--- src/rtl/store_pkg.sv ---
// rtl/store_pkg.sv - store size encodings, entry layout and lane-alignment helper
package store_pkg;

  localparam int AW = 6;

  localparam logic [2:0] SZ_B = 3'b001;
  localparam logic [2:0] SZ_H = 3'b010;
  localparam logic [2:0] SZ_W = 3'b100;

  typedef struct packed {
    logic [AW-1:0] addr;
    logic [31:0]   wdata;
    logic [3:0]    be;
  } store_entry_t;

  typedef struct packed {
    logic [3:0]  be;
    logic [31:0] wdata;
    logic        ok;
  } align_t;

  // ok is set only for a legal size at a naturally aligned offset
  function automatic align_t align_store(input logic [2:0] size, input logic [1:0] off,
                                         input logic [31:0] data);
    align_t     r;
    logic [3:0] base;
    case (size)
      SZ_B:    base = 4'b0001;
      SZ_H:    base = 4'b0011;
      SZ_W:    base = 4'b1111;
      default: base = 4'b0000;
    endcase
    r.be    = base << off;
    r.wdata = data << {off, 3'b000};
    r.ok    = (size == SZ_B) || ((size == SZ_H) && !off[0]) || ((size == SZ_W) && (off == 2'b00));
    return r;
  endfunction

endpackage

--- src/rtl/store_align.sv ---
// rtl/store_align.sv - push-side lane/byte-enable generator and misalign detector
module store_align
  import store_pkg::*;
(
  input  logic [2:0]  i_size,
  input  logic [1:0]  i_off,
  input  logic [31:0] i_data,
  output logic [3:0]  o_be,
  output logic [31:0] o_wdata,
  output logic        o_ok,
  output logic        o_misalign
);

  align_t w_res;
  logic   w_legal;

  assign w_res      = align_store(i_size, i_off, i_data);
  assign w_legal    = (i_size == SZ_B) || (i_size == SZ_H) || (i_size == SZ_W);
  assign o_be       = w_res.be;
  assign o_wdata    = w_res.wdata;
  assign o_ok       = w_res.ok;
  assign o_misalign = w_legal && !w_res.ok;

endmodule

--- src/rtl/store_buffer.sv ---
// rtl/store_buffer.sv - DEPTH-entry in-order store FIFO between MEM stage and data memory
module store_buffer
  import store_pkg::*;
#(
  parameter int DEPTH = 4,
  parameter int AW    = 6
) (
  input  logic                   clk,
  input  logic                   rst,
  input  logic                   st_valid,
  input  logic [AW-1:0]          st_addr,
  input  logic [1:0]             st_off,
  input  logic [2:0]             st_size,
  input  logic [31:0]            st_data,
  output logic                   st_stall,
  output logic                   st_misalign,
  input  logic                   ld_valid,
  input  logic [AW-1:0]          ld_addr,
  output logic                   ld_hazard,
  output logic                   mem_valid,
  input  logic                   mem_ready,
  output logic [AW-1:0]          mem_addr,
  output logic [31:0]            mem_wdata,
  output logic [3:0]             mem_be,
  output logic                   empty,
  output logic [$clog2(DEPTH):0] count
);

  localparam int PW = $clog2(DEPTH);
  localparam int CW = PW + 1;

  typedef struct packed {
    logic [AW-1:0] addr;
    logic [31:0]   wdata;
    logic [3:0]    be;
  } entry_t;

  entry_t        r_mem [DEPTH];
  logic [PW-1:0] r_wptr;
  logic [PW-1:0] r_rptr;
  logic [CW-1:0] r_count;
  logic          r_misalign;

  logic [3:0]    w_be;
  logic [31:0]   w_wdata;
  logic          w_ok;
  logic          w_misalign;
  logic          w_full;
  logic          w_push;
  logic          w_pop;
  logic          w_hit;

  store_align u_align (
    .i_size     (st_size),
    .i_off      (st_off),
    .i_data     (st_data),
    .o_be       (w_be),
    .o_wdata    (w_wdata),
    .o_ok       (w_ok),
    .o_misalign (w_misalign)
  );

  // Full is judged on the registered count alone, so a same-cycle pop never admits a push
  assign w_full = (r_count == CW'(DEPTH));
  assign w_push = st_valid && w_ok && !w_full;
  assign w_pop  = mem_valid && mem_ready;

  always_ff @(posedge clk or negedge rst) begin
    if (!rst) begin
      r_wptr     <= '0;
      r_rptr     <= '0;
      r_count    <= '0;
      r_misalign <= 1'b0;
    end else begin
      r_misalign <= st_valid && w_misalign;
      if (w_push) r_wptr <= r_wptr + PW'(1);
      if (w_pop)  r_rptr <= r_rptr + PW'(1);
      case ({w_push, w_pop})
        2'b10:   r_count <= r_count + CW'(1);
        2'b01:   r_count <= r_count - CW'(1);
        default: r_count <= r_count;
      endcase
    end
  end

  always_ff @(posedge clk) begin
    if (w_push) r_mem[r_wptr] <= {st_addr, w_wdata, w_be};
  end

  // Word-granular match against every occupied slot, head included
  always_comb begin
    w_hit = 1'b0;
    for (int i = 0; i < DEPTH; i++) begin
      if ((CW'(i) < r_count) && (r_mem[r_rptr + PW'(i)].addr == ld_addr)) w_hit = 1'b1;
    end
  end

  assign ld_hazard   = ld_valid && w_hit;
  assign st_stall    = w_full;
  assign st_misalign = r_misalign;
  assign empty       = (r_count == '0);
  assign mem_valid   = !empty;
  assign mem_addr    = r_mem[r_rptr].addr;
  assign mem_wdata   = r_mem[r_rptr].wdata;
  assign mem_be      = r_mem[r_rptr].be;
  assign count       = r_count;

endmodule

--- config.mk ---
export PLATFORM = sky130hd
export DESIGN_NAME = store_buffer
export DESIGN_NICKNAME = d
export VERILOG_FILES = /design/src/rtl/store_pkg.sv /design/src/rtl/store_align.sv /design/src/rtl/store_buffer.sv
export SDC_FILE = /design/constraint.sdc
export NUM_CORES = 1
export LEC_CHECK = 0
export CORE_MARGIN = 8
export CORE_UTILIZATION = 55
export CTS_BUF_LIST = sky130_fd_sc_hd__clkbuf_4
export DETAILED_ROUTE_END_ITERATION = 10
export HOLD_SLACK_MARGIN = 0.12
export MAX_ROUTING_LAYER = met4
export PLACE_DENSITY = 0.83
export SLEW_MARGIN = 20
export SYNTH_ARGS = -nofsm -noshare
export SYNTH_HDL_FRONTEND = slang
export SYNTH_SLANG_ARGS = --single-unit
--- constraint.sdc ---
create_clock -name clk -period 3.3 [get_ports clk]
set_input_delay 0.825 -clock clk [delete_from_list [all_inputs] [get_ports clk]]
set_output_delay 0.825 -clock clk [all_outputs]
set_load 0.01 [all_outputs]
==> results of run 1 <==
synthesized netlist by cell type (all sizes together), types with 8 or more instances:
cell type	instances
a21oi	14
o21ai	12
mux2i	39
inv	10
a211oi	9
ha	9
buf	19
edfxtp	168
mux4	47
and2	13
clkbuf	8
dfrtp	8
nor2	16
nand2	13
nor2b	11
xnor2	17
xor2	14
how the worst max path moves through the flow:
stage          cells after the start                   from  slack (ns)                    end
4_1_cts                            8  r_rptr[0]$_DFFE_PN0P_       -0.22              ld_hazard
3_5_place_dp                       7             ld_addr[5]       -0.36              ld_hazard
2_1_floorplan                      6             st_size[1]        0.20  r_mem[0][0]$_DFFE_PP_
3_3_place_gp                       7             ld_addr[3]       -0.26              ld_hazard
6_report                           8  r_rptr[0]$_DFFE_PN0P_       -0.17              ld_hazard
5_1_grt                            8  r_rptr[0]$_DFFE_PN0P_       -0.30              ld_hazard
kinds of logic after synthesis:
| kind of cell | after synthesis | share of synthesized area (%) |
|---|---|---|
| flip-flops | 176 | 65.9 |
| multiplexers | 89 | 18.8 |
| AND/OR/NAND/NOR | 65 | 4.29 |
| AO/OA/AOI/OAI | 50 | 3.96 |
| buffers and inverters | 37 | 2.28 |
| XOR/XNOR | 31 | 3.41 |
| adder cells (fa/ha/maj) | 9 | 1.41 |
stage by stage:
step	hold slack [ns]	utilization (%)	instances	power (mW)	TNS [ns]
final	0.524	69.1	800	7.02	-0.169
after global routing	0.495	69.1	800	7.35	-0.324
after CTS	0.511	68.5	790	6.99	-0.780
after detailed placement	0.567	65.2	742	5.55	-0.356
after global placement	0.554	65.2	742	5.50	-0.263
after floorplan	0.529	-	457	4.42	0
flip-flops by register name, summed over array words and instances, names as in the netlist:
| register | count |
|---|---|
| count | 3 |
| r_wptr | 2 |
| r_mem | 168 |
| st_misalign | 1 |
| r_rptr | 2 |
repair_timing:
| action | in CTS | in global routing |
|---|---|---|
| pin swaps | 3 | 3 |
| cloned | 2 | 0 |
| resized for setup | 35 | 35 |
| buffers inserted | 15 | 10 |
| setup endpoints to repair | 37 | 19 |
report_power, final:
part | total, mW | leakage, nW | switching, mW | internal (mW)
logic | 3.01 | 1.82 | 1.36 | 1.64
clock network | 1.30 | 0.164 | 0.749 | 0.549
registers | 2.71 | 1.63 | 0.105 | 2.61
per-layer routing:
| layer | GRT usage [%] | vias up | part of all wire (%) | routed length (microns) |
|---|---|---|---|---|
| li1 | - | 2104 | - | - |
| met1 | 25.3 | 2366 | 41 | 7260 |
| met2 | 32.4 | 289 | 50 | 8930 |
| met3 | 4.21 | 26 | 7.9 | 1420 |
| met4 | 5.67 | 0 | 1.5 | 266 |
| met5 | - | - | 0 | 0 |
layout make-up:
| cell class | count | area, sq um | area share (%) |
|---|---|---|---|
| Sequential cell | 176 | 5250 | 53.1 |
| Tap cell | 184 | 230 | 2.33 |
| Inverter | 10 | 37.5 | 0.380 |
| Clock inverter | 14 | 178 | 1.80 |
| Timing Repair Buffer | 154 | 1520 | 15.4 |
| Multi-Input combinational cell | 244 | 2540 | 25.7 |
| Clock buffer | 18 | 135 | 1.37 |
==> metrics.yaml, run 1 <==
outcome: "finished with violations"
violations: "setup timing"
netlist_instances: 457
grt_pass1_vias: 4974
crit_arrival_ns: 2.64
cts_tree: "done"
yosysSeqAreaShare_pct: 65.9
slew_headroom_pct: 57.4
powerDensity_nw_per_um2: 709
slew_viol_final: 0
start_kind: "flip-flop"
critPathSlowestCell: "dfrtp_4"
fill_cells: 932
synthesis.area_sq_um: 7960
drt.antenna.violating_nets: 0
critPathCaptureType: "output port"
drc: 0
worst_clock_skew_ns: 0.0224
cts.sinks: 176
numCtsBuffers: 17
cts-root-buf: "clkbuf_4"
final_cell_mix: "edfxtp_1 (168), clkdlybuf4s50_1 (65), mux4_2 (46)"
num_rows: 44
ys_seq_elements: 176
synthesis.nets: 520
hp-class: "primary input to asynchronous set/reset pin"
yosysTopAreaCell: "edfxtp_1"
cts_buffer_depth: 2
p_leak_nw: 3.61
syn_avg_cell_area_sq_um: 17.4
antenna_found_initial: 0
async_reset_ff_share_pct: 4.55
max_freq_mhz: 288
synth_area_leaders: "edfxtp_1 (63%), mux4_2 (12%), mux2i_1 (4.9%), dfrtp_1 (2.5%), xnor2_1 (1.9%)"
irDropWorstVdd_uv: 348
nets: 666
first_iter_violations: 429
postLayoutSetupSlackWorst_ns: -0.169
setup_viol: 1
pre_cts_ws_ns: -0.356
area_growth_pct: 24.2
hold_violations: 0
synth_top_area_share_pct: 63.4
hold_buffers: 0
clk_pin_slew_ns: 0.15
n_antenna_cell: 0
drtPass1Iterations: 5
clock_latency_ns: 0.55
initial_core_util_pct: 55.6
crit_chain: "buf_8 > mux4_2 > xor2_1 > nor4_2 > nand4_1 > o41a_1 > nand3_2 > buf_6"
r2r_cells: 6
reg2reg_to: "r_mem[2][32]$_DFFE_PP_"
core_sq_um: 14300
die_h_microns: 136
track_usage_pct: 20.1
critPathMaxStageDelay_ns: 0.54
crit_type: "flip-flop to output port"
maxCapViolCount: 0
post-route-min-period_ns: 3.47
layout_commonest_cell: "edfxtp_1"
htreeDepth: 4
required_ns: 2.47
placed_cell_area_sq_um: 9330
synth_top_flop_cell: "edfxtp_1"
period_share_pct: 105
wl_per_cell_microns: 22.4
numPortBuffers: 103
die_w_microns: 136
ioPinCount: 104
grt_pass1_wl_mm: 27.2
drt_wl_total_mm: 17.9
r2r_start: "count[0]$_DFFE_PN0P_"
yosysUniqueCellTypes: 40
grt_max_degree: 39
critPathBufInv: 2
routabilityCongestion: 0.920
synth_warnings: 0
final_area_sq_um: 9890
dp_hpwl_mm: 11.8
worst_pin_slew_ns: 0.638
cp_top_family: "simple AND/OR/NAND/NOR gates"
ff2ff_setup_slack_ns: 1.19
vias: 4785
vias_per_cell: 5.98
drive_above_1_share_pct: 23.9
grt_overflow: 0
synth-edff-count: 168
cp_max_fo: 4
die_area_sq_um: 18600
rsz0062_at_grt: "true"
Note: power is estimated with default switching activity, not from simulation.
==> run 2: changes to the inputs <==
--- a/config.mk
+++ b/config.mk
@@ -5,13 +5,14 @@
 export SDC_FILE = /design/constraint.sdc
 export NUM_CORES = 1
 export LEC_CHECK = 0
+export CAP_MARGIN = 25
 export CORE_MARGIN = 8
-export CORE_UTILIZATION = 55
+export CORE_UTILIZATION = 50
 export CTS_BUF_LIST = sky130_fd_sc_hd__clkbuf_4
 export DETAILED_ROUTE_END_ITERATION = 10
 export HOLD_SLACK_MARGIN = 0.12
 export MAX_ROUTING_LAYER = met4
-export PLACE_DENSITY = 0.83
+export PLACE_DENSITY = 0.76
 export SLEW_MARGIN = 20
 export SYNTH_ARGS = -nofsm -noshare
 export SYNTH_HDL_FRONTEND = slang
==> run 2 against run 1 <==
Against the previous run: the run still ends with setup timing left; final cell count increased by 1.6%; clock-buffer cell count decreased by 1; total power shrank 2.1%; routed wire length decreased by 6.8%; critical path depth is 1 higher; register-to-register slack about the same; non-clock buffer count down 20; sequential power barely moved; maximum frequency rose by 0.85%; critical path type unchanged; highest routed layer unchanged.
==> metrics.yaml, run 2 (same netlist as run 1, synthesis figures left out) <==
use_met2_pct: 28.3  # -4.1 points
p_leak_nw: 3.39  # -6.0%
worst_pin_slew_ns: 0.563  # -0.0747 ns
cp_max_fo: 5  # +1
post-route-min-period_ns: 3.44  # -0.0291 ns
antenna_found_initial: 0  # unchanged
num_rows: 46  # +4.5%
crit_arrival_ns: 2.61  # -0.03 ns
drive_above_1_share_pct: 20.1  # -3.7 points
cts.sinks: 176  # unchanged
first_iter_violations: 365  # -15%
use_met1_pct: 22.1  # -3.2 points
critPathBufInv: 3  # +1
grt_max_degree: 43  # +10%
routabilityCongestion: 0.830  # -9.7%
multi_input_area_sq_um: 2550  # +0.44%
dp_hpwl_mm: 11.3  # -4.4%
crit_type: "flip-flop to output port"
fill_cells: 1153  # +24%
powerDensity_nw_per_um2: 701  # -1.2%
seq_area_sq_um: 5250  # unchanged
grt_overflow: 0  # unchanged
rsz0062_at_grt: "true"
period_share_pct: 104  # -0.88 points
hp-class: "primary input to asynchronous set/reset pin"
die_h_microns: 142  # +4.3%
grt_pass1_vias: 4772  # -4.1%
cts_tree: "done"
cp_top_family: "flip-flops"
critPathSlowestCell: "dfrtp_4"
tns_ns: -0.519  # -0.350 ns
initial_core_util_pct: 50.7  # -5.0 points
wl_per_cell_microns: 20.5  # -8.3%
numPortBuffers: 103  # unchanged
die_w_microns: 142  # +4.3%
drt_wl_total_mm: 16.7  # -6.8%
vias_per_cell: 5.56  # -7.0%
track_usage_pct: 17.8  # -2.3 points
vias: 4522  # -5.5%
numCtsBuffers: 17  # unchanged
hold_violations: 0  # unchanged
ioPinCount: 104  # unchanged
drt.antenna.violating_nets: 0  # unchanged
clk_pin_slew_ns: 0.13  # -0.02 ns
grt_pass1_wl_mm: 26.2  # -3.3%
layout_commonest_cell: "edfxtp_1"
nets: 646  # -3.0%
met3_usage_pct: 5.27  # +1.1 points
postLayoutSetupSlackWorst_ns: -0.140  # +0.0291 ns
violations: "setup timing"
final_cell_mix: "edfxtp_1 (168), clkdlybuf4s50_1 (89), mux4_2 (44)"
cts_buffer_depth: 2  # unchanged
maxCapViolCount: 0  # unchanged
slew_viol_final: 0  # unchanged
crit_top_cell: "buf_6"
setup_viol: 9  # +8
outcome: "finished with violations"
clock_latency_ns: 0.55  # about the same
grt-busiest-layer: "met2"
max_freq_mhz: 291  # +0.85%
regMostFlops: "r_mem"
required_ns: 2.47  # about the same
area_growth_pct: 23.1
start_kind: "flip-flop"
drc: 0  # unchanged
irDropWorstVdd_uv: 502  # +44%
largest_reg_flops: 168  # unchanged
slew_headroom_pct: 62.3  # +5.0 points
die_area_sq_um: 20200  # +8.8%
critPathCaptureType: "output port"
worst_clock_skew_ns: 0.00968  # -0.0127 ns
drtPass1Iterations: 5  # unchanged
cts-root-buf: "clkbuf_4"
timing.hold.ws_ns: 0.534  # +0.0103 ns
core_sq_um: 15700  # +9.8%
critPathMaxStageDelay_ns: 0.51  # -0.03 ns
crit_chain: "buf_12 > buf_6 > mux4_2 > xor2_2 > nor4_2 > nand4_1 > o41a_1 > nand3_2 > buf_6"
htreeDepth: 4  # unchanged
[run 2: worst reg2reg max path, delay by kind of cell, from the launching register on]
| family | cells | cell delay [ns] |
|---|---|---|
| adder cells (fa/ha/maj) | 1 | 0.23 |
| flip-flops | 1 | 0.55 |
| AND/OR/NAND/NOR | 3 | 0.59 |
| buffers and inverters | 2 | 0.40 |
[run 2: final timing paths]
kind                       slack [ns]                   from  cells after the start                      to
max                             -0.14  r_rptr[0]$_DFFE_PN0P_                      9               ld_hazard
min                              0.53                    rst                      1    count[2]$_DFFE_PN0P_
max reg2reg                      1.20   count[0]$_DFFE_PN0P_                      6  r_mem[2][33]$_DFFE_PP_
min reg2reg                      0.62  r_wptr[1]$_DFFE_PN0P_                      1   r_wptr[1]$_DFFE_PN0P_
max in group asynchronous        2.47                    rst                      1   r_rptr[0]$_DFFE_PN0P_
min in group clk                 0.62  r_wptr[1]$_DFFE_PN0P_                      1   r_wptr[1]$_DFFE_PN0P_
[run 2: power by group]
group | switching (mW) | total, mW | internal [mW]
registers | 0.0979 | 2.71 | 2.61
clock network | 0.730 | 1.26 | 0.532
logic | 1.31 | 2.91 | 1.60
[run 2: area by class of cell]
class                      count  share of cell area [%]
antenna                        1                  0.0255
clock buffer                  17                    1.30
clock inverter                15                    1.85
inverter                      10                   0.383
multi-input combinational    244                    26.0
sequential                   176                    53.6
tap                          216                    2.76
timing repair buffer         134                    14.1
[run 2: metal layers]
layer | up-vias | wire [microns]
met5 | - | 0
met2 | 172 | 7950
li1 | 2068 | -
met3 | 18 | 1180
met1 | 2264 | 7310
met4 | 0 | 228
[run 2: stage by stage]
stage / cells / setup WS [ns] / power (mW) / utilization [%] / cell area, sq um
floorplan: 457 / 0.201 / 4.42 / - / 7960
global placement: 770 / -0.313 / 5.51 / 59.5 / 9340
detailed placement: 770 / -0.315 / 5.54 / 59.5 / 9340
CTS: 812 / -0.216 / 6.97 / 62.4 / 9800
global route: 812 / -0.301 / 7.22 / 62.4 / 9800
finish: 813 / -0.140 / 6.87 / 62.4 / 9800
[run 2: timing repair]
action	CTS	global route
hold endpoints to repair	0	0
setup endpoints to repair	37	34
buffers inserted	9	0
gates cloned	1	0
pin swaps	3	0
resized for setup	26	1
hold buffers	0	0
==> run 3: changes to the inputs <==
--- a/config.mk
+++ b/config.mk
@@ -8,7 +8,6 @@
 export CAP_MARGIN = 25
 export CORE_MARGIN = 8
 export CORE_UTILIZATION = 50
-export CTS_BUF_LIST = sky130_fd_sc_hd__clkbuf_4
 export DETAILED_ROUTE_END_ITERATION = 10
 export HOLD_SLACK_MARGIN = 0.12
 export MAX_ROUTING_LAYER = met4
==> run 3 against run 2 <==
Against the previous run: the flow now finishes without violations; sequential share of layout area down 1.5 points; clock skew down 0.0060 ns; design area up 2.8%; highest routed layer unchanged.
==> metrics.yaml, run 3 (same netlist as run 1, synthesis figures left out) <==
crit_arrival_ns: 2.43  # -0.18 ns
slew_viol_final: 0  # unchanged
period_share_pct: 98.8  # -5.5 points
clock_latency_ns: 0.42  # -0.13 ns
slew_headroom_pct: 56.1  # -6.2 points
cts_buffer_depth: 2  # unchanged
die_area_sq_um: 20200  # unchanged
critPathCaptureType: "output port"
first_iter_violations: 372  # +1.9%
worst_clock_skew_ns: 0.00366  # -0.00602 ns
grt_max_degree: 43  # unchanged
rsz0062_at_grt: "true"
postLayoutCoreUtil_pct: 64.1  # +1.7 points
drt_wl_total_mm: 17.4  # +4.5%
die_h_microns: 142  # unchanged
final_area_sq_um: 10100  # +2.8%
required_ns: 2.47  # about the same
num_rows: 46  # unchanged
drt.antenna.violating_nets: 0  # unchanged
outcome: "finished, final reports clean"
grt_pass1_vias: 4784  # +0.25%
die_w_microns: 142  # unchanged
cp_max_fo: 5  # unchanged
multi_input_area_sq_um: 2540  # -0.49%
vias: 4570  # +1.1%
hp-class: "flip-flop to flip-flop"
max_freq_mhz: 307  # +5.5%
drive_above_1_share_pct: 19.9  # -0.27 points
core_sq_um: 15700  # unchanged
irDropWorstVdd_uv: 449  # -10%
hold_violations: 0  # unchanged
worst_pin_slew_ns: 0.656  # +0.0932 ns
numPortBuffers: 103  # unchanged
regMostFlops: "r_mem"
ioPinCount: 104  # unchanged
layout_commonest_cell: "edfxtp_1"
crit_type: "flip-flop to output port"
cts.sinks: 176  # unchanged
grt_overflow: 0  # unchanged
drc: 0  # unchanged
cts-root-buf: "clkbuf_16"
grt_pass1_wl_mm: 26.5  # +0.95%
setup_viol: 0  # -9
wl_per_cell_microns: 21.5  # +4.9%
area_growth_pct: 26.5
n_antenna_cell: 0  # -1
start_kind: "flip-flop"
initial_core_util_pct: 50.7  # unchanged
drtPass1Iterations: 6  # +1
numCtsBuffers: 17  # unchanged
p_leak_nw: 3.53  # +4.2%
largest_reg_flops: 168  # unchanged
track_usage_pct: 18.1  # +0.29 points
seq_area_sq_um: 5250  # unchanged
placed_cell_area_sq_um: 9340  # unchanged
dp_hpwl_mm: 11.3  # unchanged
clk_pin_slew_ns: 0.06  # -0.07 ns
cts_tree: "done"
final_cell_mix: "edfxtp_1 (168), clkdlybuf4s50_1 (92), mux4_2 (45)"
post-route-min-period_ns: 3.26  # -0.180 ns
routabilityCongestion: 0.830  # unchanged
antenna_found_initial: 0  # unchanged
fill_cells: 1094  # -5.1%
powerDensity_nw_per_um2: 759  # +8.3%
nets: 644  # -0.31%
maxCapViolCount: 0  # unchanged
htreeDepth: 4  # unchanged
vias_per_cell: 5.64  # +1.4%
-- run 3: area by class of cell --
cell class,count,area share [%]
Clock buffer,17,4.22
Inverter,10,0.373
Multi-Input combinational cell,244,25.2
Sequential cell,176,52.1
Tap cell,216,2.68
Timing Repair Buffer,132,13.6
Clock inverter,15,1.80
-- run 3: layer usage --
metal	up-vias	share of wire, %	track usage [%]
li1	2060	-	-
met1	2301	42	22.4
met2	184	49	28.8
met3	25	6.7	3.86
met4	0	2.0	7.12
met5	-	0	-
-- run 3: power by group --
| part | internal [mW] | total [mW] | switching, mW |
|---|---|---|---|
| sequential | 2.61 | 2.71 | 0.102 |
| clock | 1.20 | 2.03 | 0.834 |
| combinational | 1.60 | 2.90 | 1.31 |
-- run 3: final timing paths --
check | startpoint | endpoint | slack, ns | cells after the start
worst max register to register | count[0]$_DFFE_PN0P_ | r_mem[1][15]$_DFFE_PP_ | 1.22 | 6
worst min register to register | r_wptr[1]$_DFFE_PN0P_ | r_wptr[1]$_DFFE_PN0P_ | 0.58 | 1
max in group asynchronous | rst | r_rptr[0]$_DFFE_PN0P_ | 2.31 | 1
worst max-delay path | r_rptr[0]$_DFFE_PN0P_ | ld_hazard | 0.04 | 7
min in group asynchronous | rst | count[2]$_DFFE_PN0P_ | 0.68 | 1
worst min-delay path | r_wptr[1]$_DFFE_PN0P_ | r_wptr[1]$_DFFE_PN0P_ | 0.58 | 1
-- run 3: stage by stage --
step / cells / hold WS (ns) / TNS (ns) / setup slack [ns] / power (mW)
floorplan: 457 / 0.529 / 0 / 0.201 / 4.42
global placement: 770 / 0.545 / -0.313 / -0.313 / 5.51
detailed placement: 770 / 0.570 / -0.315 / -0.315 / 5.54
CTS: 807 / 0.585 / -0.537 / -0.0543 / 7.64
global route: 810 / 0.642 / -0.0615 / -0.0613 / 7.99
finish: 810 / 0.582 / 0 / 0.0407 / 7.65
-- run 3: worst max-delay path: stages (launching register included) --
cell and delay [ns]:
dfrtp_4 0.51, buf_12 0.15, mux4_2 0.43, xor2_1 0.17, a2111oi_0 0.35, nand4_1 0.17
nand3_2 0.10, buf_2 0.13
-- run 3: what timing repair did --
item                       4_1_cts  5_1_grt
setup endpoints to repair       28       33
gates resized for setup         13       10
setup buffers                    5        2
hold buffers                     0        0
gates cloned                     0        1
pin swaps                        1        2
